File: config.mk
export PLATFORM = sky130hd
export DESIGN_NAME = pipe_stage_skid
export DESIGN_NICKNAME = d
export VERILOG_FILES = /design/src/rtl/pipe_pkg.sv /design/src/rtl/sat_counter.sv /design/src/rtl/pipe_stage_skid.sv
export SDC_FILE = /design/constraint.sdc
export NUM_CORES = 1
export LEC_CHECK = 0
export CORE_AREA = 2 2 174 193
export DETAILED_ROUTE_END_ITERATION = 7
export DIE_AREA = 0 0 176 195
export GPL_TIMING_DRIVEN = 0
export PLACE_DENSITY = 0.8
export SYNTH_ARGS = -nofsm -noshare
export SYNTH_HDL_FRONTEND = slang
export SYNTH_SLANG_ARGS = --single-unit
File: constraint.sdc
create_clock -name clk -period 29.3 [get_ports clk]
set_input_delay 2.93 -clock clk [delete_from_list [all_inputs] [get_ports clk]]
set_output_delay 2.93 -clock clk [all_outputs]
set_load 0.01 [all_outputs]
File: src/rtl/pipe_pkg.sv
// Shared definitions for the ID/EXE skid pipeline stage.
//   - default payload field widths and counter width
//   - default NOP instruction (addi x0,x0,0)
//   - stage occupancy state encoding
//   - helper giving the packed payload width
package pipe_pkg;

    localparam int          ADDR_W_DEF   = 15;
    localparam int          XLEN_DEF     = 32;
    localparam int          SIDE_W_DEF   = 1;
    localparam int          CNT_W_DEF    = 16;
    localparam logic [31:0] NOP_INST_DEF = 32'h0000_0013;

    // EMPTY: main invalid; ONE: main valid, skid empty; FULL: both valid.
    typedef enum logic [1:0] {
        ST_EMPTY = 2'd0,
        ST_ONE   = 2'd1,
        ST_FULL  = 2'd2
    } state_t;

    // Packed payload layout is {pc, inst, imm, rs1, rs2, side}.
    function automatic int payload_w(input int addr_w, input int xlen, input int side_w);
        return addr_w + 4 * xlen + side_w;
    endfunction

endpackage

File: src/rtl/sat_counter.sv
// Saturating up-counter.
//   clk   : clock, rising edge
//   rst   : asynchronous reset, active-high (count -> 0)
//   inc   : increment this edge (ignored once all-ones)
//   clr   : synchronous clear; wins over inc
//   count : current value
module sat_counter #(
    parameter int CNT_W = 16
) (
    input  logic             clk,
    input  logic             rst,
    input  logic             inc,
    input  logic             clr,
    output logic [CNT_W-1:0] count
);

    always_ff @(posedge clk or posedge rst) begin
        if (rst)
            count <= '0;
        else if (clr)
            count <= '0;
        else if (inc && (count != {CNT_W{1'b1}}))
            count <= count + 1'b1;
    end

endmodule

File: src/rtl/pipe_stage_skid.sv
// ID/EXE pipeline stage register with valid/ready handshake and a 1-entry
// skid buffer. in_ready is a flop (skid empty), so the upstream stall path is
// cut here while still sustaining one entry per cycle.
//   clk, rst            : clock (rising), async active-high reset
//   flush               : synchronous kill of held and incoming entries
//   cnt_clr             : synchronous clear of both performance counters
//   in_valid/in_ready   : upstream handshake; in_* payload from decode
//   out_valid/out_ready : downstream handshake; out_* payload to execute
//   stall_cnt           : saturating count of cycles with out_valid & ~out_ready
//   bubble_cnt          : saturating count of cycles with ~out_valid
module pipe_stage_skid
    import pipe_pkg::*;
#(
    parameter int               ADDR_W   = ADDR_W_DEF,
    parameter int               XLEN     = XLEN_DEF,
    parameter int               SIDE_W   = SIDE_W_DEF,
    parameter logic [XLEN-1:0]  NOP_INST = NOP_INST_DEF,
    parameter int               CNT_W    = CNT_W_DEF
) (
    input  logic              clk,
    input  logic              rst,
    input  logic              flush,
    input  logic              cnt_clr,
    input  logic              in_valid,
    output logic              in_ready,
    input  logic [ADDR_W-1:0] in_pc,
    input  logic [XLEN-1:0]   in_inst,
    input  logic [XLEN-1:0]   in_imm,
    input  logic [XLEN-1:0]   in_rs1,
    input  logic [XLEN-1:0]   in_rs2,
    input  logic [SIDE_W-1:0] in_side,
    output logic              out_valid,
    input  logic              out_ready,
    output logic [ADDR_W-1:0] out_pc,
    output logic [XLEN-1:0]   out_inst,
    output logic [XLEN-1:0]   out_imm,
    output logic [XLEN-1:0]   out_rs1,
    output logic [XLEN-1:0]   out_rs2,
    output logic [SIDE_W-1:0] out_side,
    output logic [CNT_W-1:0]  stall_cnt,
    output logic [CNT_W-1:0]  bubble_cnt
);

    localparam int PW = payload_w(ADDR_W, XLEN, SIDE_W);

    localparam logic [PW-1:0] NOP_PAY = {{ADDR_W{1'b0}}, NOP_INST,
                                         {(3*XLEN){1'b0}}, {SIDE_W{1'b0}}};

    state_t          state_q, state_d;
    logic [PW-1:0]   main_q, main_d;
    logic [PW-1:0]   skid_q, skid_d;
    logic            in_ready_q;
    logic            out_valid_q;
    logic [PW-1:0]   in_pay;
    logic            acc, ret;

    assign in_pay = {in_pc, in_inst, in_imm, in_rs1, in_rs2, in_side};
    assign acc    = in_valid & in_ready_q;
    assign ret    = out_valid_q & out_ready;

    always_ff @(posedge clk or posedge rst) begin
        if (rst) begin
            state_q     <= ST_EMPTY;
            main_q      <= NOP_PAY;
            skid_q      <= NOP_PAY;
            in_ready_q  <= 1'b1;
            out_valid_q <= 1'b0;
        end else begin
            state_q     <= state_d;
            main_q      <= main_d;
            skid_q      <= skid_d;
            // Handshake flags are flops decoded from the next state so neither
            // side sees a combinational path through this stage.
            in_ready_q  <= (state_d != ST_FULL);
            out_valid_q <= (state_d != ST_EMPTY);
        end
    end

    // Occupancy control. Any slot that is not valid holds NOP, so a
    // valid-blind consumer always observes a NOP on an empty stage.
    always_comb begin
        state_d = state_q;
        main_d  = main_q;
        skid_d  = skid_q;
        if (flush) begin
            // An entry accepted in the same cycle is dropped as well.
            state_d = ST_EMPTY;
            main_d  = NOP_PAY;
            skid_d  = NOP_PAY;
        end else begin
            case (state_q)
                ST_EMPTY: begin
                    if (acc) begin
                        main_d  = in_pay;
                        state_d = ST_ONE;
                    end
                end
                ST_ONE: begin
                    if (acc && ret) begin
                        main_d = in_pay;
                    end else if (acc) begin
                        skid_d  = in_pay;
                        state_d = ST_FULL;
                    end else if (ret) begin
                        main_d  = NOP_PAY;
                        state_d = ST_EMPTY;
                    end
                end
                ST_FULL: begin
                    // in_ready is low here, so only the downstream can move.
                    if (ret) begin
                        main_d  = skid_q;
                        skid_d  = NOP_PAY;
                        state_d = ST_ONE;
                    end
                end
                default: begin
                    state_d = ST_EMPTY;
                    main_d  = NOP_PAY;
                    skid_d  = NOP_PAY;
                end
            endcase
        end
    end

    assign in_ready  = in_ready_q;
    assign out_valid = out_valid_q;
    assign {out_pc, out_inst, out_imm, out_rs1, out_rs2, out_side} = main_q;

    // Counters sample the pre-edge handshake; flush leaves them alone.
    sat_counter #(.CNT_W(CNT_W)) u_stall_cnt (
        .clk   (clk),
        .rst   (rst),
        .inc   (out_valid_q & ~out_ready),
        .clr   (cnt_clr),
        .count (stall_cnt)
    );

    sat_counter #(.CNT_W(CNT_W)) u_bubble_cnt (
        .clk   (clk),
        .rst   (rst),
        .inc   (~out_valid_q),
        .clr   (cnt_clr),
        .count (bubble_cnt)
    );

endmodule

==> results of run 1 <==
==> cell usage after synthesis (12+ instances only) <==
cell / instances
buf_2: 20
mux2i_1: 145
nand3_1: 12
clkbuf_1: 74
nor2b_1: 12
a21oi_1: 24
mux2_2: 13
inv_1: 147
dfrtp_1: 317
a22oi_1: 142
nand2_1: 158
nor2_1: 23
o2bb2ai_1: 141
==> worst max path at each step <==
stage	from	endpoint	slack, ns
after global routing	out_ready	main_q[130]$_DFFE_PP0P_	23.57
final	out_ready	main_q[135]$_DFFE_PP0P_	23.76
after floorplan	rst	main_q[0]$_DFFE_PP0P_	17.41
after global placement	rst	main_q[56]$_DFFE_PP0P_	13.42
after detailed placement	out_ready	main_q[135]$_DFFE_PP0P_	23.26
after CTS	out_ready	main_q[135]$_DFFE_PP0P_	23.79
==> cell families after synthesis <==
group | Yosys count | synth area share (%)
fa+ha+maj | 2 | 0.171
simple gates | 263 | 8.30
compound gates | 345 | 18.4
mux | 158 | 10.9
xor+xnor | 2 | 0.120
buf+inv | 251 | 6.65
flops | 324 | 55.4
==> per-stage QoR <==
| step | total power, mW | instances |
|---|---|---|
| final | 1.25 | 2167 |
| after global routing | 1.31 | 2166 |
| after CTS | 1.27 | 2161 |
| after detailed placement | 0.788 | 2100 |
| after global placement | 0.781 | 2098 |
| after floorplan | 0.658 | 1345 |
==> sequential cells by signal, summed over array words and instances, names as in the netlist <==
name and flops:
main_q 144, u_bubble_cnt.count 16, state_q 2, out_valid 1, u_stall_cnt.count 16, in_ready 1, skid_q 144
==> metal layers <==
layer	vias to the layer above	GRT usage (%)	wire length [um]
li1	5535	-	-
met2	422	39.8	20400
met3	92	5.59	2970
met4	2	8.39	1330
met5	-	0	16
met1	6067	31.9	17100
==> power by group <==
part           leakage [nW]  total, mW  switching (mW)  internal (mW)
clock                 0.601      0.473           0.183          0.290
combinational          3.53      0.264           0.147          0.117
sequential             4.42      0.518          0.0276          0.490
total                  8.55       1.25           0.357          0.898
==> layout by cell type, fill, tap and decap left out, types with 7 or more instances in the layout <==
cell	count
clkdlybuf4s50_1	327
dfrtp_1	317
nand2_1	158
inv_1	146
mux2i_1	145
a22oi_1	142
o2bb2ai_1	141
clkbuf_1	79
clkbuf_16	37
a21oi_1	24
nor2_1	23
buf_2	20
mux2_2	13
nor2b_1	12
nand3_1	12
o31ai_1	10
or4_1	10
or3_1	9
buf_1	8
nor3_1	8
o21ai_0	8
nand4_1	7
dfstp_2	7
==> critical path: cells and delay by family <==
kind	cells	cell delay, ns
buffers and inverters	3	1.86
AO/OA/AOI/OAI	2	0.36
AND/OR/NAND/NOR	2	0.80
==> layout make-up <==
class | instances | area [um^2]
clock buffers | 48 | 1030
inverters | 147 | 559
diodes | 6 | 15.0
fillers | 2544 | 12400
well taps | 426 | 533
multi-input cells | 770 | 5550
flip-flops and latches | 324 | 8120
plain buffers | 104 | 422
clock inverters | 13 | 206
repair buffers | 329 | 3330
==> out/metrics.csv, run 1 <==
stage,metric,value,unit
timing,hold_viol,0,
timing,whs,0.485,ns
clock_tree,insertion_delay,0.51,ns
timing,max-slew-margin-rel,36.8,%
critical_path,reg2regPathDepth,7,
cells_and_area,drive_gt1_share,5.88,%
critical_path,crit_type,input pin to flip-flop,
route,drt_iter0_drc,886,
critical_path,critical-path-slowest-cell,clkbuf_1,
placed_design,dp_hpwl,29.2,mm
min_path,hold_start,main_q[75]$_DFFE_PP0P_,
route,routed_via_density,5.59,
critical_path,crit_arrival,5.96,ns
timing,fin_tns_setup,0,ns
yosys,ys_warn_count,0,
route,ant_nets,0,
clock_tree,post_cts_buffers,0,
cells_and_area,final_util,61.4,%
yosys,synth_edf_count,0,
critical_path,critical_path.max_stage_delay,0.78,ns
global_route,grt_usage,24.3,%
global_route,grt.overflow.total,0,
placed_design,post_dp_cell_area,0.0185,mm^2
global_route,grt_pass1_vias,12400,
route,drt-pass1-iter-count,5,
clock_tree,clockBufferDepth,3,
yosys,synth_area_leader_cell,dfrtp_1,
yosys,synth_nets,1497,
min_path,hold_path_class,flip-flop to flip-flop,
global_route,grt_max_degree,133,
yosys,yosysUniqueCellTypes,48,
critical_path,end_kind,flip-flop,
yosys,ys_seq_area_share,55.4,%
run_status,outcome,finished clean,
placed_design,routabilityCongestion,0.826,
timing,finalCriticalPeriod,5.54,ns
clock_tree,clkSinkCount,324,
timing,clock_skew,0.0108,ns
floorplan,initial_core_util,45.5,%
global_route,grt_pass1_wl,67.2,mm
critical_path,ff2ff_setup_slack,26.27,ns
critical_path,critPathLaunchType,input pin,
pwr,worst_ir_drop_vdd,0.0403,mV
yosys,syn_area,0.0146,mm^2
global_route,antenna_found_initial,7,
route,wire_per_inst,19.3,um
floorplan,core_area,0.0322,mm^2
cells_and_area,layout.nets,1864,
timing,setup_viol,0,
yosys,async_reset_ff_share,100,%
yosys,synth_top_cell_area_share,54.2,%
yosys,yosys-top-cells-area,"dfrtp_1 54%, mux2i_1 9.9%, o2bb2ai_1 8.4%",
critical_path,path_cells,"clkdlybuf4s50_1, nand2_1, a22oi_1, nor2_1, clkbuf_1, clkbuf_1, o2bb2ai_1",
cells_and_area,area_delta_synth_final,35.0,%
floorplan,fp-row-count,69,
route,num_vias,12118,
route,drc,0,
critical_path,cp_max_fo,10,
placed_design,preCtsSetupSlack,23.26,ns
clock_tree,cts.clk_slew.worst_paths,0.06,ns
yosys,avgSynthCellArea,10.9,um^2
min_path,holdPathStages,1,
critical_path,critPathRequiredTime,29.72,ns
clock_tree,cts-root-buf,clkbuf_16,
placed_design,portBuffers,327,
critical_path,crit_top_cell,clkbuf_1,
clock_tree,cts_max_level,2,
timing,setup_ws,23.76,ns
timing,rsz0062_at_grt,no,
timing,tightestPinTransition,0.948,ns
floorplan,ioPinCount,328,
yosys,synthCells,1345,
clock_tree,cts_resized,0,
timing,finalMaxSlewViolations,0,
pwr,p_leak,8.55,nW
timing,max_freq,181,MHz
yosys,synth_seq_cells,324,
clock_tree,cts_tree,done,
cells_and_area,design_area,0.0198,mm^2
clock_tree,numCtsBuffers,36,
min_path,min_to,main_q[75]$_DFFE_PP0P_,
timing,post-route-period-util,18.9,%
floorplan,die_h,195,um
floorplan,dieArea,0.0343,mm^2
route,drt-total-wl,41.9,mm
critical_path,rr_endpoint,main_q[135]$_DFFE_PP0P_,
yosys,ys.flop_type,dfrtp_1,
clock_tree,hold_buffers,0,
floorplan,die_w,176,um
flow_run,maxCapViolations,0,
pwr,cellPowerDensity,63.5,mW/mm^2
critical_path,worstReg2RegStart,state_q[0]$_DFF_PP0_,
Note: power is estimated with default switching activity, not from simulation.
==> inputs of run 2 (changes only) <==
- clock period: 29.3 -> 5.5 ns (I/O delays scaled with it)
==> out/metrics.csv, run 2 (synthesized netlist as in run 1, its figures left out) <==
stage,metric,value,unit
cells_and_area,final_common_cell,clkdlybuf4s50_1,
route,wire_per_inst,19.3,um
critical_path,crit_top_cell,clkbuf_1,
critical_path,cp_max_fo,10,
route,drt-pass1-iter-count,5,
placed_design,dp_cells,2106,
timing,tightestPinTransition,0.969,ns
timing,clock_skew,0.0168,ns
clock_tree,insertion_delay,0.51,ns
pwr,cellPowerDensity,331,mW/mm^2
clock_tree,cts_max_level,2,
timing,whs,0.488,ns
global_route,grt.met2_usage,40.6,%
clock_tree,cts_resized,0,
timing,setup_viol,0,
route,num_vias,12050,
run_status,outcome,finished clean,
timing,setup_ws,2.27,ns
timing,finalMaxSlewViolations,0,
timing,finalCriticalPeriod,3.23,ns
critical_path,path_delay_family,buffers and inverters,
timing,max_freq,309,MHz
clock_tree,clockBufferDepth,3,
clock_tree,clkSinkCount,324,
min_path,holdPathStages,1,
critical_path,critical_path.max_stage_delay,0.76,ns
global_route,grt_pass1_vias,12623,
route,routed_via_density,5.55,
global_route,grt_most_used_layer,met2,
placed_design,dp_hpwl,29.6,mm
critical_path,path_cells,"clkdlybuf4s50_1, nand4_1, a21oi_1, clkbuf_1, clkbuf_1, a22oi_1, o2bb2ai_1",
critical_path,critPathLaunchType,input pin,
cells_and_area,design_area,0.0198,mm^2
route,drt_iter0_drc,839,
cells_and_area,drive_gt1_share,5.92,%
clock_tree,cts.clk_slew.worst_paths,0.06,ns
pwr,worst_ir_drop_vdd,0.216,mV
floorplan,dieArea,0.0343,mm^2
global_route,antenna_found_initial,6,
placed_design,post_dp_cell_area,0.0186,mm^2
floorplan,core_area,0.0322,mm^2
min_path,hold_path_class,flip-flop to flip-flop,
floorplan,die_h,195,um
floorplan,ioPinCount,328,
cells_and_area,area_delta_synth_final,34.9,%
cells_and_area,most-common-layout-cells,"327 x clkdlybuf4s50_1, 317 x dfrtp_1, 158 x nand2_1",
timing,rsz0062_at_grt,no,
global_route,met3_usage,6.46,%
clock_tree,numCtsBuffers,35,
clock_tree,cts-root-buf,clkbuf_16,
global_route,grt_max_degree,44,
pwr,p_leak,8.55,nW
cells_and_area,final_util,61.3,%
pwr,power,6.53,mW
critical_path,crit_type,input pin to flip-flop,
floorplan,fp-row-count,69,
critical_path,cp.buffers_inverters,3,
cells_and_area,reg_top3,"main_q x144, skid_q x144",
route,drc,0,
clock_tree,post_cts_buffers,0,
route,drt-total-wl,41.9,mm
critical_path,crit_arrival,3.65,ns
cells_and_area,final_cells,2171,
floorplan,die_w,176,um
global_route,grt.overflow.total,0,
placed_design,routabilityCongestion,0.842,
flow_run,maxCapViolations,0,
critical_path,end_kind,flip-flop,
timing,max-slew-margin-rel,35.1,%
cells_and_area,layout.nets,1869,
clock_tree,hold_buffers,0,
placed_design,portBuffers,327,
critical_path,critPathRequiredTime,5.91,ns
timing,post-route-period-util,58.8,%
clock_tree,cts_tree,done,
route,ant_nets,0,
critical_path,cp.depth,7,
timing,fin_tns_setup,0,ns
floorplan,initial_core_util,45.5,%
global_route,grt_usage,24.4,%
critical_path,critical-path-slowest-cell,clkbuf_1,
critical_path,reg2regPathDepth,6,
timing,hold_viol,0,
placed_design,preCtsSetupSlack,1.84,ns
global_route,grt_use_met1,30.3,%
global_route,grt_pass1_wl,67.4,mm
-- run 2: layout make-up --
class / instances / area (um^2)
multi-input combinational: 770 / 5550
tap: 426 / 533
antenna: 4 / 10.0
clock buffer: 52 / 1010
timing repair buffer: 335 / 3430
inverter: 147 / 556
buffer: 104 / 422
fill: 2547 / 12400
clock inverter: 9 / 126
sequential: 324 / 8120
-- run 2: per-layer routing --
metal / part of all wire [%] / wire [um] / vias up
met5: 0.064 / 27 / -
met4: 4.0 / 1670 / 4
met3: 7.6 / 3180 / 102
met2: 48 / 20100 / 399
met1: 40 / 16900 / 5999
li1: - / - / 5546
-- run 2: path summary, 6_finish.rpt --
| path | slack [ns] | startpoint | to |
|---|---|---|---|
| min in group asynchronous | 0.52 | rst | u_bubble_cnt.count[6]$_DFFE_PP0P_ |
| worst max-delay path | 2.27 | out_ready | main_q[131]$_DFFE_PP0P_ |
| max in group asynchronous | 3.55 | rst | main_q[68]$_DFFE_PP0P_ |
| worst max register to register | 2.40 | in_ready$_DFF_PP1_ | main_q[131]$_DFFE_PP0P_ |
| worst min-delay path | 0.49 | main_q[18]$_DFFE_PP0P_ | main_q[18]$_DFFE_PP0P_ |
| worst min register to register | 0.49 | main_q[18]$_DFFE_PP0P_ | main_q[18]$_DFFE_PP0P_ |
-- run 2: power by group --
group	internal, mW	switching (mW)
Clock	1.41	0.949
Sequential	2.61	0.143
Combinational	0.633	0.788
